File: config.mk
export PLATFORM = sky130hd
export DESIGN_NAME = timer_countdown
export DESIGN_NICKNAME = d
export VERILOG_FILES = /design/src/rtl/timer_countdown.sv
export SDC_FILE = /design/constraint.sdc
export NUM_CORES = 1
export LEC_CHECK = 0
export ABC_AREA = 0
export CORE_ASPECT_RATIO = 1.75
export CORE_MARGIN = 3
export CORE_UTILIZATION = 60
export CTS_BUF_LIST = sky130_fd_sc_hd__clkbuf_4 sky130_fd_sc_hd__clkbuf_8
export DETAILED_ROUTE_END_ITERATION = 7
export MAX_ROUTING_LAYER = met4
export PLACE_DENSITY_LB_ADDON = 0.08
export RECOVER_POWER = 50
export SLEW_MARGIN = 20
export SYNTH_ARGS = -nofsm -noshare
export SYNTH_HDL_FRONTEND = slang
export SYNTH_SLANG_ARGS = --single-unit
File: constraint.sdc
create_clock -name CLK -period 4.52 [get_ports CLK]
set_input_delay 0.452 -clock CLK [delete_from_list [all_inputs] [get_ports CLK]]
set_output_delay 0.452 -clock CLK [all_outputs]
set_load 0.1 [all_outputs]
File: src/rtl/timer_countdown.sv
// ---------------------------------------------------------------------------
// timer_countdown
//   MM:SS countdown timer. The preset is edited with one-cycle switch pulses
//   while idle in SET. The timer counts down once per second while the
//   upstream run level TIMER_ONOFF is 1, and pauses while it is 0. On reaching
//   00:00 it raises ALARM for ALARM_SEC ticks. The time is held in BCD
//   throughout, so the display mux can use the registers directly.
//
// Parameters
//   TICK_DIV   CLK cycles per one-second tick (>=2)
//   ALARM_SEC  ALARM duration in ticks (>=1)
//   MAX_MIN    highest settable minute value (<=99)
//
// Ports
//   CLK          in   system clock, rising edge
//   RESET        in   asynchronous active-high reset
//   TIMER_ONOFF  in   run request level (1=run, 0=stop)
//   SW_MIN       in   one-cycle pulse, minute +1 (SET only)
//   SW_SEC       in   one-cycle pulse, second +1 (SET only)
//   SW_CLR       in   one-cycle pulse, clear to 00:00 / abort
//   MIN_BCD      out  minutes {tens,units} BCD
//   SEC_BCD      out  seconds {tens,units} BCD
//   RUNNING      out  1 while in RUN
//   ALARM        out  1 while in ALARM
//
// The FSM state is kept in the enum signal 'state', so checkers can observe
// it through the hierarchy. All outputs are registered, and each response
// appears on the CLK edge after the input that causes it.
// ---------------------------------------------------------------------------
module timer_countdown #(
  parameter int TICK_DIV  = 1000,
  parameter int ALARM_SEC = 5,
  parameter int MAX_MIN   = 59
) (
  input  logic       CLK,
  input  logic       RESET,
  input  logic       TIMER_ONOFF,
  input  logic       SW_MIN,
  input  logic       SW_SEC,
  input  logic       SW_CLR,
  output logic [7:0] MIN_BCD,
  output logic [7:0] SEC_BCD,
  output logic       RUNNING,
  output logic       ALARM
);

  typedef enum logic [1:0] {
    ST_SET   = 2'd0,
    ST_RUN   = 2'd1,
    ST_PAUSE = 2'd2,
    ST_ALARM = 2'd3
  } state_t;

  localparam int PW = (TICK_DIV > 2) ? $clog2(TICK_DIV) : 1;
  localparam int AW = (ALARM_SEC > 1) ? $clog2(ALARM_SEC) : 1;

  localparam logic [PW-1:0] PRESC_LAST  = PW'(TICK_DIV - 1);
  localparam logic [AW-1:0] ALARM_LAST  = AW'(ALARM_SEC - 1);
  localparam logic [7:0]    MAX_MIN_BCD = {4'(MAX_MIN / 10), 4'(MAX_MIN % 10)};
  localparam logic [7:0]    MAX_SEC_BCD = 8'h59;

  state_t          state, next_state;
  logic [PW-1:0]   presc, presc_next;
  logic [AW-1:0]   alarm_cnt, alarm_cnt_next;
  logic [7:0]      min_next, sec_next;
  logic [7:0]      min_dec, sec_dec;
  logic            running_next, alarm_next;
  logic            tick, time_zero, dec_zero, state_change;

  // BCD +1, wrapping to 00 once the value has reached 'top'.
  function automatic logic [7:0] bcd_inc(input logic [7:0] v, input logic [7:0] top);
    logic [7:0] r;
    if (v == top)
      r = 8'h00;
    else if (v[3:0] == 4'd9)
      r = {v[7:4] + 4'd1, 4'd0};
    else
      r = {v[7:4], v[3:0] + 4'd1};
    return r;
  endfunction

  // BCD -1. The caller ensures that v is not zero.
  function automatic logic [7:0] bcd_dec(input logic [7:0] v);
    logic [7:0] r;
    if (v[3:0] == 4'd0)
      r = {v[7:4] - 4'd1, 4'd9};
    else
      r = {v[7:4], v[3:0] - 4'd1};
    return r;
  endfunction

  // The prescaler only advances in RUN and ALARM, so a tick exists only there.
  assign tick = ((state == ST_RUN) || (state == ST_ALARM)) && (presc == PRESC_LAST);

  assign time_zero = (MIN_BCD == 8'h00) && (SEC_BCD == 8'h00);

  // Value after one tick. Seconds borrow from minutes at 00.
  always_comb begin
    if (SEC_BCD != 8'h00) begin
      sec_dec = bcd_dec(SEC_BCD);
      min_dec = MIN_BCD;
    end else begin
      sec_dec = MAX_SEC_BCD;
      min_dec = bcd_dec(MIN_BCD);
    end
  end

  assign dec_zero = (min_dec == 8'h00) && (sec_dec == 8'h00);

  // -------------------------------------------------------------------------
  // State register and registered datapath/outputs
  // -------------------------------------------------------------------------
  always_ff @(posedge CLK or posedge RESET) begin
    if (RESET) begin
      state     <= ST_SET;
      presc     <= '0;
      alarm_cnt <= '0;
      MIN_BCD   <= 8'h00;
      SEC_BCD   <= 8'h00;
      RUNNING   <= 1'b0;
      ALARM     <= 1'b0;
    end else begin
      state     <= next_state;
      presc     <= presc_next;
      alarm_cnt <= alarm_cnt_next;
      MIN_BCD   <= min_next;
      SEC_BCD   <= sec_next;
      RUNNING   <= running_next;
      ALARM     <= alarm_next;
    end
  end

  // -------------------------------------------------------------------------
  // Next-state logic
  // -------------------------------------------------------------------------
  always_comb begin
    next_state = state;
    unique case (state)
      ST_SET: begin
        // A clear in the same cycle leaves 00:00, so it also blocks the start.
        if (!SW_CLR && TIMER_ONOFF && !time_zero)
          next_state = ST_RUN;
      end
      ST_RUN: begin
        // Priority: clear, then stop, then the tick.
        if (SW_CLR)
          next_state = ST_SET;
        else if (!TIMER_ONOFF)
          next_state = ST_PAUSE;
        else if (tick && dec_zero)
          next_state = ST_ALARM;
      end
      ST_PAUSE: begin
        if (SW_CLR)
          next_state = ST_SET;
        else if (TIMER_ONOFF)
          next_state = ST_RUN;
      end
      ST_ALARM: begin
        if (SW_CLR || !TIMER_ONOFF)
          next_state = ST_SET;
        else if (tick && (alarm_cnt == ALARM_LAST))
          next_state = ST_SET;
      end
      default: next_state = ST_SET;
    endcase
  end

  // -------------------------------------------------------------------------
  // Output / datapath next values
  // -------------------------------------------------------------------------
  assign state_change = (next_state != state);

  always_comb begin
    min_next = MIN_BCD;
    sec_next = SEC_BCD;
    unique case (state)
      ST_SET: begin
        if (SW_CLR) begin
          min_next = 8'h00;
          sec_next = 8'h00;
        end else begin
          // Minute and second edits are independent, so both can apply at once.
          if (SW_MIN)
            min_next = bcd_inc(MIN_BCD, MAX_MIN_BCD);
          if (SW_SEC)
            sec_next = bcd_inc(SEC_BCD, MAX_SEC_BCD);
        end
      end
      ST_RUN: begin
        if (SW_CLR) begin
          min_next = 8'h00;
          sec_next = 8'h00;
        end else if (TIMER_ONOFF && tick) begin
          min_next = min_dec;
          sec_next = sec_dec;
        end
      end
      ST_PAUSE: begin
        if (SW_CLR) begin
          min_next = 8'h00;
          sec_next = 8'h00;
        end
      end
      ST_ALARM: begin
        min_next = 8'h00;
        sec_next = 8'h00;
      end
      default: begin
        min_next = 8'h00;
        sec_next = 8'h00;
      end
    endcase

    // The prescaler restarts on every state entry. The first tick in a new
    // state therefore comes TICK_DIV cycles after that entry.
    if (state_change || !((state == ST_RUN) || (state == ST_ALARM)))
      presc_next = '0;
    else if (tick)
      presc_next = '0;
    else
      presc_next = presc + PW'(1);

    if (state_change || (state != ST_ALARM))
      alarm_cnt_next = '0;
    else if (tick)
      alarm_cnt_next = alarm_cnt + AW'(1);
    else
      alarm_cnt_next = alarm_cnt;

    running_next = (next_state == ST_RUN);
    alarm_next   = (next_state == ST_ALARM);
  end

endmodule

==> results of run 1 <==
==> state kept, by name (all words and copies together) (netlist names) <==
signal     cells
state          2
ALARM          1
SEC_BCD        8
MIN_BCD        8
alarm_cnt      3
presc         10
RUNNING        1
==> cell usage after synthesis (6+ instances only) <==
| master | n | share of area [%] |
|---|---|---|
| and3_1 | 6 | 1.5 |
| ha_1 | 14 | 6.9 |
| nand4_1 | 11 | 2.7 |
| dfrtp_1 | 33 | 32 |
| inv_1 | 18 | 2.6 |
| nand2_1 | 17 | 2.5 |
| nor2_1 | 36 | 5.3 |
| a31oi_1 | 6 | 1.5 |
| o21ai_0 | 13 | 2.5 |
| o22ai_1 | 7 | 1.7 |
| xor2_1 | 7 | 2.4 |
| clkbuf_1 | 10 | 1.5 |
| a21oi_1 | 11 | 2.2 |
| nand3_1 | 12 | 2.3 |
==> area by class of cell <==
cell class / instances / share of cell area [%]
inverters: 18 / 2.34
multi-input cells: 233 / 54.2
well taps: 48 / 2.08
repair buffers: 27 / 8.74
flip-flops and latches: 33 / 28.5
clock inverters: 2 / 1.30
clock buffers: 6 / 2.85
==> kinds of logic (layout without fill, tap and decap cells) <==
group                    Yosys count  in the layout  share of synthesized area (%)
buffers and inverters             37             53                           6.41
flip-flops                        33             33                           32.3
AO/OA/AOI/OAI                     81             81                           22.2
XOR/XNOR                          12             12                           4.11
adder cells (fa/ha/maj)           14             14                           6.85
multiplexers                       4              4                           1.62
AND/OR/NAND/NOR                  122            122                           26.5
==> metal layers <==
metal,global-route usage (%),vias to the layer above
met4,16.6,0
met1,27.2,1168
met5,-,-
met3,4.18,28
met2,53.2,127
li1,-,1148
==> placed cells by master (no fill, tap or decap), types with 3 or more instances in the layout <==
cell / netlist / routed
a211o_1: 3 / 3
a211oi_1: 3 / 3
a21oi_1: 11 / 11
a31oi_1: 6 / 6
and2_1: 3 / 3
and3_1: 6 / 6
and4_1: 3 / 3
clkbuf_8: 0 / 6
clkdlybuf4s50_1: 0 / 21
dfrtp_1: 33 / 33
ha_1: 14 / 14
inv_1: 18 / 18
mux2i_1: 3 / 3
nand2_1: 17 / 17
nand3_1: 12 / 12
nand3b_1: 3 / 3
nand4_1: 11 / 11
nor2_1: 36 / 36
nor2b_1: 4 / 4
nor3_1: 4 / 4
nor4bb_1: 3 / 3
o21ai_0: 13 / 13
o21ai_1: 3 / 3
o22ai_1: 7 / 7
o2bb2ai_1: 3 / 3
xnor2_1: 5 / 5
xor2_1: 7 / 7
==> path summary, 6_finish.rpt <==
path	from	to	slack, ns
worst max-delay path	SW_CLR	RUNNING	1.68
worst min-delay path	presc[0]	presc[0]	0.46
worst max register to register	SEC_BCD[0]	RUNNING	1.96
worst min register to register	presc[0]	presc[0]	0.46
max in group asynchronous	RESET	SEC_BCD[3]	2.19
min in group asynchronous	RESET	MIN_BCD[7]	1.27
==> power breakdown <==
| group | internal [W] | total [W] | switching [W] |
|---|---|---|---|
| combinational | 0.000326 | 0.00106 | 0.000730 |
| sequential | 0.000341 | 0.000469 | 0.000128 |
| clock | 0.000179 | 0.000300 | 0.000120 |
| total | 0.000846 | 0.00182 | 0.000978 |
==> worst max-delay path: cells and delay by family <==
family                 cells  cell delay, ns
buffers and inverters      3            1.24
AND/OR/NAND/NOR            5            1.30
==> metrics by stage <==
| step | area (sq um) | utilization [%] | power, W |
|---|---|---|---|
| 2_1_floorplan | 2560 | - | 0.00129 |
| 3_3_place_gp | 2780 | 69.9 | 0.00150 |
| 3_5_place_dp | 2780 | 69.9 | 0.00151 |
| 4_1_cts | 2900 | 72.9 | 0.00181 |
| 5_1_grt | 2890 | 72.7 | 0.00191 |
| 6_report | 2890 | 72.7 | 0.00182 |
==> impl_metrics.toml, run 1 <==
[run_status]
outcome = "complete, but fails checks"
violations = "capacitance limit, slew limit"

[finish]
fin_nets = 338
multi_input_area_sq_mm = 0.00157
syn_to_final_growth_pct = 13.2
antenna_cells = 0
fill_cells = 325
layout.cells.non_filler = 367
regArea_sq_um = 826
drive_gt1_share_pct = 6.90

[routing]
ant_nets = 0
wl_met3_um = 363
routedLengthMet1_um = 2360
routed.top_layer = "met4"
routedWlPerCell_um = 18.8
drt-pass1-iter-count = 5
vias = 2471
wirelength_um = 6900
dr_wl_met2_um = 3900
remaining_drc_errors = 0
drtIter0Drc = 197
viasPerCell = 6.73

[yosys]
ys_seq_elements = 33
synth_fp_nets = 323
synth_cell_types = 66
ys.flop_type = "dfrtp_1"
syn_area_sq_mm = 0.00256
netlist_instances = 303
async_flop_share_pct = 100
synth_edf_count = 0
synth_area_per_cell_sq_um = 8.44
ys_seq_area_share_pct = 32.3
yosys_warnings = 0

[sta]
max_freq_mhz = 353
slew_viol_final = 34
setup_slack_ns = 1.68
setup_viol = 0
rsz0062_at_grt = "no"
worst_pin_slew_ns = 1.84
finalCritPeriodShare_pct = 62.7
finalHoldViolations = 0
relSlewSlack_pct = -22.4
holdWs_ns = 0.464
fin_skew_ns = 0.0105
setup_tns_ns = 0
fin_crit_ns = 2.84

[hold_path]
hold-path-cell-count = 1
min_path_type = "reg2reg"

[grt]
grt_overflow_total = 0
grt_pass1_wl_um = 11200
grt_max_degree = 34
grt.total_usage_pct = 28.6
grt_pass1_vias = 2437
antenna_found_initial = 0

[placement]
place_hpwl_um = 5110
io_buffers = 23
dp_worst_setup_slack_ns = 1.94
dp_cells = 359
place.gp.congestion = 0.994

[cts]
post_cts_buffers = 0
clock_latency_ns = 0.30
root_buffer = "clkbuf_8"
cts_sinks = 33
cts_buffers = 5
cts_max_level = 2
ctsResizeCount = 0
clockBufferDepth = 2
cts_hold_buf = 0
cts_tree = "done"
clk_pin_slew_ns = 0.07

[floorplanning]
num_io_pins = 24
dieWidth_um = 55.3
fp-row-count = 30
die_y_um = 92.3
core-area_sq_mm = 0.00398
initial_core_util_pct = 64.2
dieArea_sq_mm = 0.00511

[critical_path]
cp_slowest_stage_delay_ns = 0.69
r2r_cells = 7
path_cells = "dlygate4sd3_1, clkbuf_1, nor3b_2, buf_4, nand4_1, nor2_1, nand4_1, and3_1"
crit_arrival_ns = 3.01
slowest_stage = "nor3b_2"
crit_type = "in2reg"
start_kind = "input pin"
crit_top_cell = "nand4_1"
end_kind = "register"
crit_fanout = 25
worstPathRequired_ns = 4.70

[pwr]
power_per_cell_area_mw_per_mm2 = 631
p_leak_nw = 1.18
peakVddDrop_mv = 0.378

[run]
maxCapViolations = 1
No activity file was read; power rests on OpenSTA's default activity.
==> inputs of run 2 (changes only) <==
==> constraint.sdc (replaced) <==
create_clock -name CLK -period 2.7 [get_ports CLK]
set_input_delay 0.27 -clock CLK [delete_from_list [all_inputs] [get_ports CLK]]
set_output_delay 0.27 -clock CLK [all_outputs]
set_load 0.1 [all_outputs]
==> run 2 against run 1 <==
The flow still finishes with violations (capacitance limit, slew limit). Final cell count is 1.6% higher. Global-route usage grew 0.85 points. Sequential power is 57% higher. Routed wire length down 0.48%. Core utilization down 0.85 points. Critical path depth decreased by 1. Register-to-register slack worse by 1.8 ns. Clock skew rose by 0.00077 ns. Worst hold slack worse by 0.0067 ns. Highest routed layer unchanged. Worst setup slack worse by 1.5 ns. Die area unchanged.
==> impl_metrics.toml, run 2 (same netlist as run 1, synthesis figures left out) <==
[cts]
cts_max_level = 2
clk_pin_slew_ns = 0.08
cts_hold_buf = 0
cts_tree = "done"
cts_buffers = 5
clockBufferDepth = 2
ctsResizeCount = 0
post_cts_buffers = 0
cts_sinks = 33
clock_latency_ns = 0.29
root_buffer = "clkbuf_8"

[finish]
syn_to_final_growth_pct = 11.8
drive_gt1_share_pct = 12.0
regMostFlops = "presc"
reg_top3 = "presc (10), MIN_BCD (8), SEC_BCD (8)"
layout_commonest_cell = "nor2_1"
mostFrequentLayoutCells = "nor2_1 (36), dfrtp_1 (32), inv_1 (18), buf_4 (18), nand2_1 (17)"
largest_reg_flops = 10
fin_nets = 344
antenna_cells = 0
fill_cells = 353

[routing]
drtIter0Drc = 135
ant_nets = 0
viasPerCell = 6.62
remaining_drc_errors = 0
routedWlPerCell_um = 18.4
drt-pass1-iter-count = 4
wirelength_um = 6870
vias = 2470

[run_status]
violations = "capacitance limit, slew limit"
outcome = "complete, but fails checks"

[floorplanning]
num_io_pins = 24
dieArea_sq_mm = 0.00511
die_y_um = 92.3
core-area_sq_mm = 0.00398
initial_core_util_pct = 64.2
fp-row-count = 30
dieWidth_um = 55.3

[critical_path]
start_kind = "register"
crit_type = "reg2reg"
end_kind = "register"
crit_fanout = 9
worstPathRequired_ns = 2.88
r2r_cells = 7
crit_arrival_ns = 2.69

[hold_path]
min_path_type = "reg2reg"
hold-path-cell-count = 1

[placement]
place.gp.congestion = 0.956
io_buffers = 23
place_hpwl_um = 5100

[sta]
rsz0062_at_grt = "no"
max_freq_mhz = 398
slew_viol_final = 34
setup_viol = 0
fin_crit_ns = 2.51
finalHoldViolations = 0
relSlewSlack_pct = -22.9
fin_skew_ns = 0.0113
worst_pin_slew_ns = 1.84
finalCritPeriodShare_pct = 93.0
setup_tns_ns = 0

[grt]
grt_max_degree = 34
grt.total_usage_pct = 29.4
antenna_found_initial = 0
grt_pass1_wl_um = 11700
grt_overflow_total = 0
grt_pass1_vias = 2526

[pwr]
peakVddDrop_mv = 0.669
power_per_cell_area_mw_per_mm2 = 1070
p_leak_nw = 1.21
total_power_w = 0.00306

[run]
maxCapViolations = 1
==> run 2: cell count changes in the layout (fill, tap and decap cells not counted) <==
| cell | before | now |
|---|---|---|
| clkdlybuf4s50_1 | 21 | 4 |
| buf_4 | 2 | 18 |
| clkbuf_1 | 2 | 10 |
| clkbuf_8 | 6 | 5 |
| clkinv_4 | 0 | 1 |
| dfrtp_1 | 33 | 32 |
| dfrtp_2 | 0 | 1 |
| dlygate4sd3_1 | 2 | 1 |
==> run 2: cell type report <==
class	instances	area (sq um)	share of cell area [%]
multi-input cells	233	1570	54.8
inverters	18	67.6	2.36
clock buffers	5	68.8	2.41
repair buffers	33	223	7.79
flip-flops and latches	33	827	28.9
well taps	48	60.1	2.10
clock inverters	3	46.3	1.62
==> run 2: worst paths after layout <==
| path | start | to | slack (ns) |
|---|---|---|---|
| setup reg to reg | SEC_BCD[1] | RUNNING | 0.19 |
| hold / removal | presc[0] | presc[0] | 0.46 |
| max in group asynchronous | RESET | SEC_BCD[1] | 0.42 |
| setup / recovery | SEC_BCD[1] | RUNNING | 0.19 |
| min in group asynchronous | RESET | SEC_BCD[6] | 1.07 |
| hold reg to reg | presc[0] | presc[0] | 0.46 |
==> run 2: metrics by stage <==
step | instances | setup WS, ns | utilization [%] | instance area, sq um | hold WS, ns
after global routing | 373 | 0.0452 | 71.9 | 2860 | 0.474
after floorplan | 303 | 0.0230 | - | 2560 | 0.363
after global placement | 365 | 0.379 | 69.9 | 2780 | 0.452
final | 373 | 0.190 | 71.9 | 2860 | 0.457
after CTS | 373 | 0.235 | 72.8 | 2900 | 0.387
after detailed placement | 365 | 0.300 | 69.9 | 2780 | 0.451
==> run 2: per-layer routing <==
| layer | track usage, % | share of wire [%] | up-vias |
|---|---|---|---|
| met5 | - | 0 | - |
| met4 | 19.1 | 5.5 | 0 |
| met3 | 3.91 | 4.5 | 34 |
| met2 | 53.0 | 54 | 95 |
| met1 | 29.1 | 36 | 1184 |
| li1 | - | - | 1157 |
==> run 2: power breakdown <==
part	total [W]	switching, W	internal (W)
Combinational	0.00184	0.00129	0.000550
Clock	0.000482	0.000206	0.000276
Sequential	0.000735	0.000162	0.000573
Total	0.00306	0.00166	0.00140
==> run 2: critical path: stages (launching register included) <==
cell and delay [ns]:
dfrtp_2 0.45, inv_1 0.15, ha_1 0.30, or3b_1 0.51, a211o_1 0.37, a221oi_2 0.24, nand4_1 0.17, and3_1 0.22
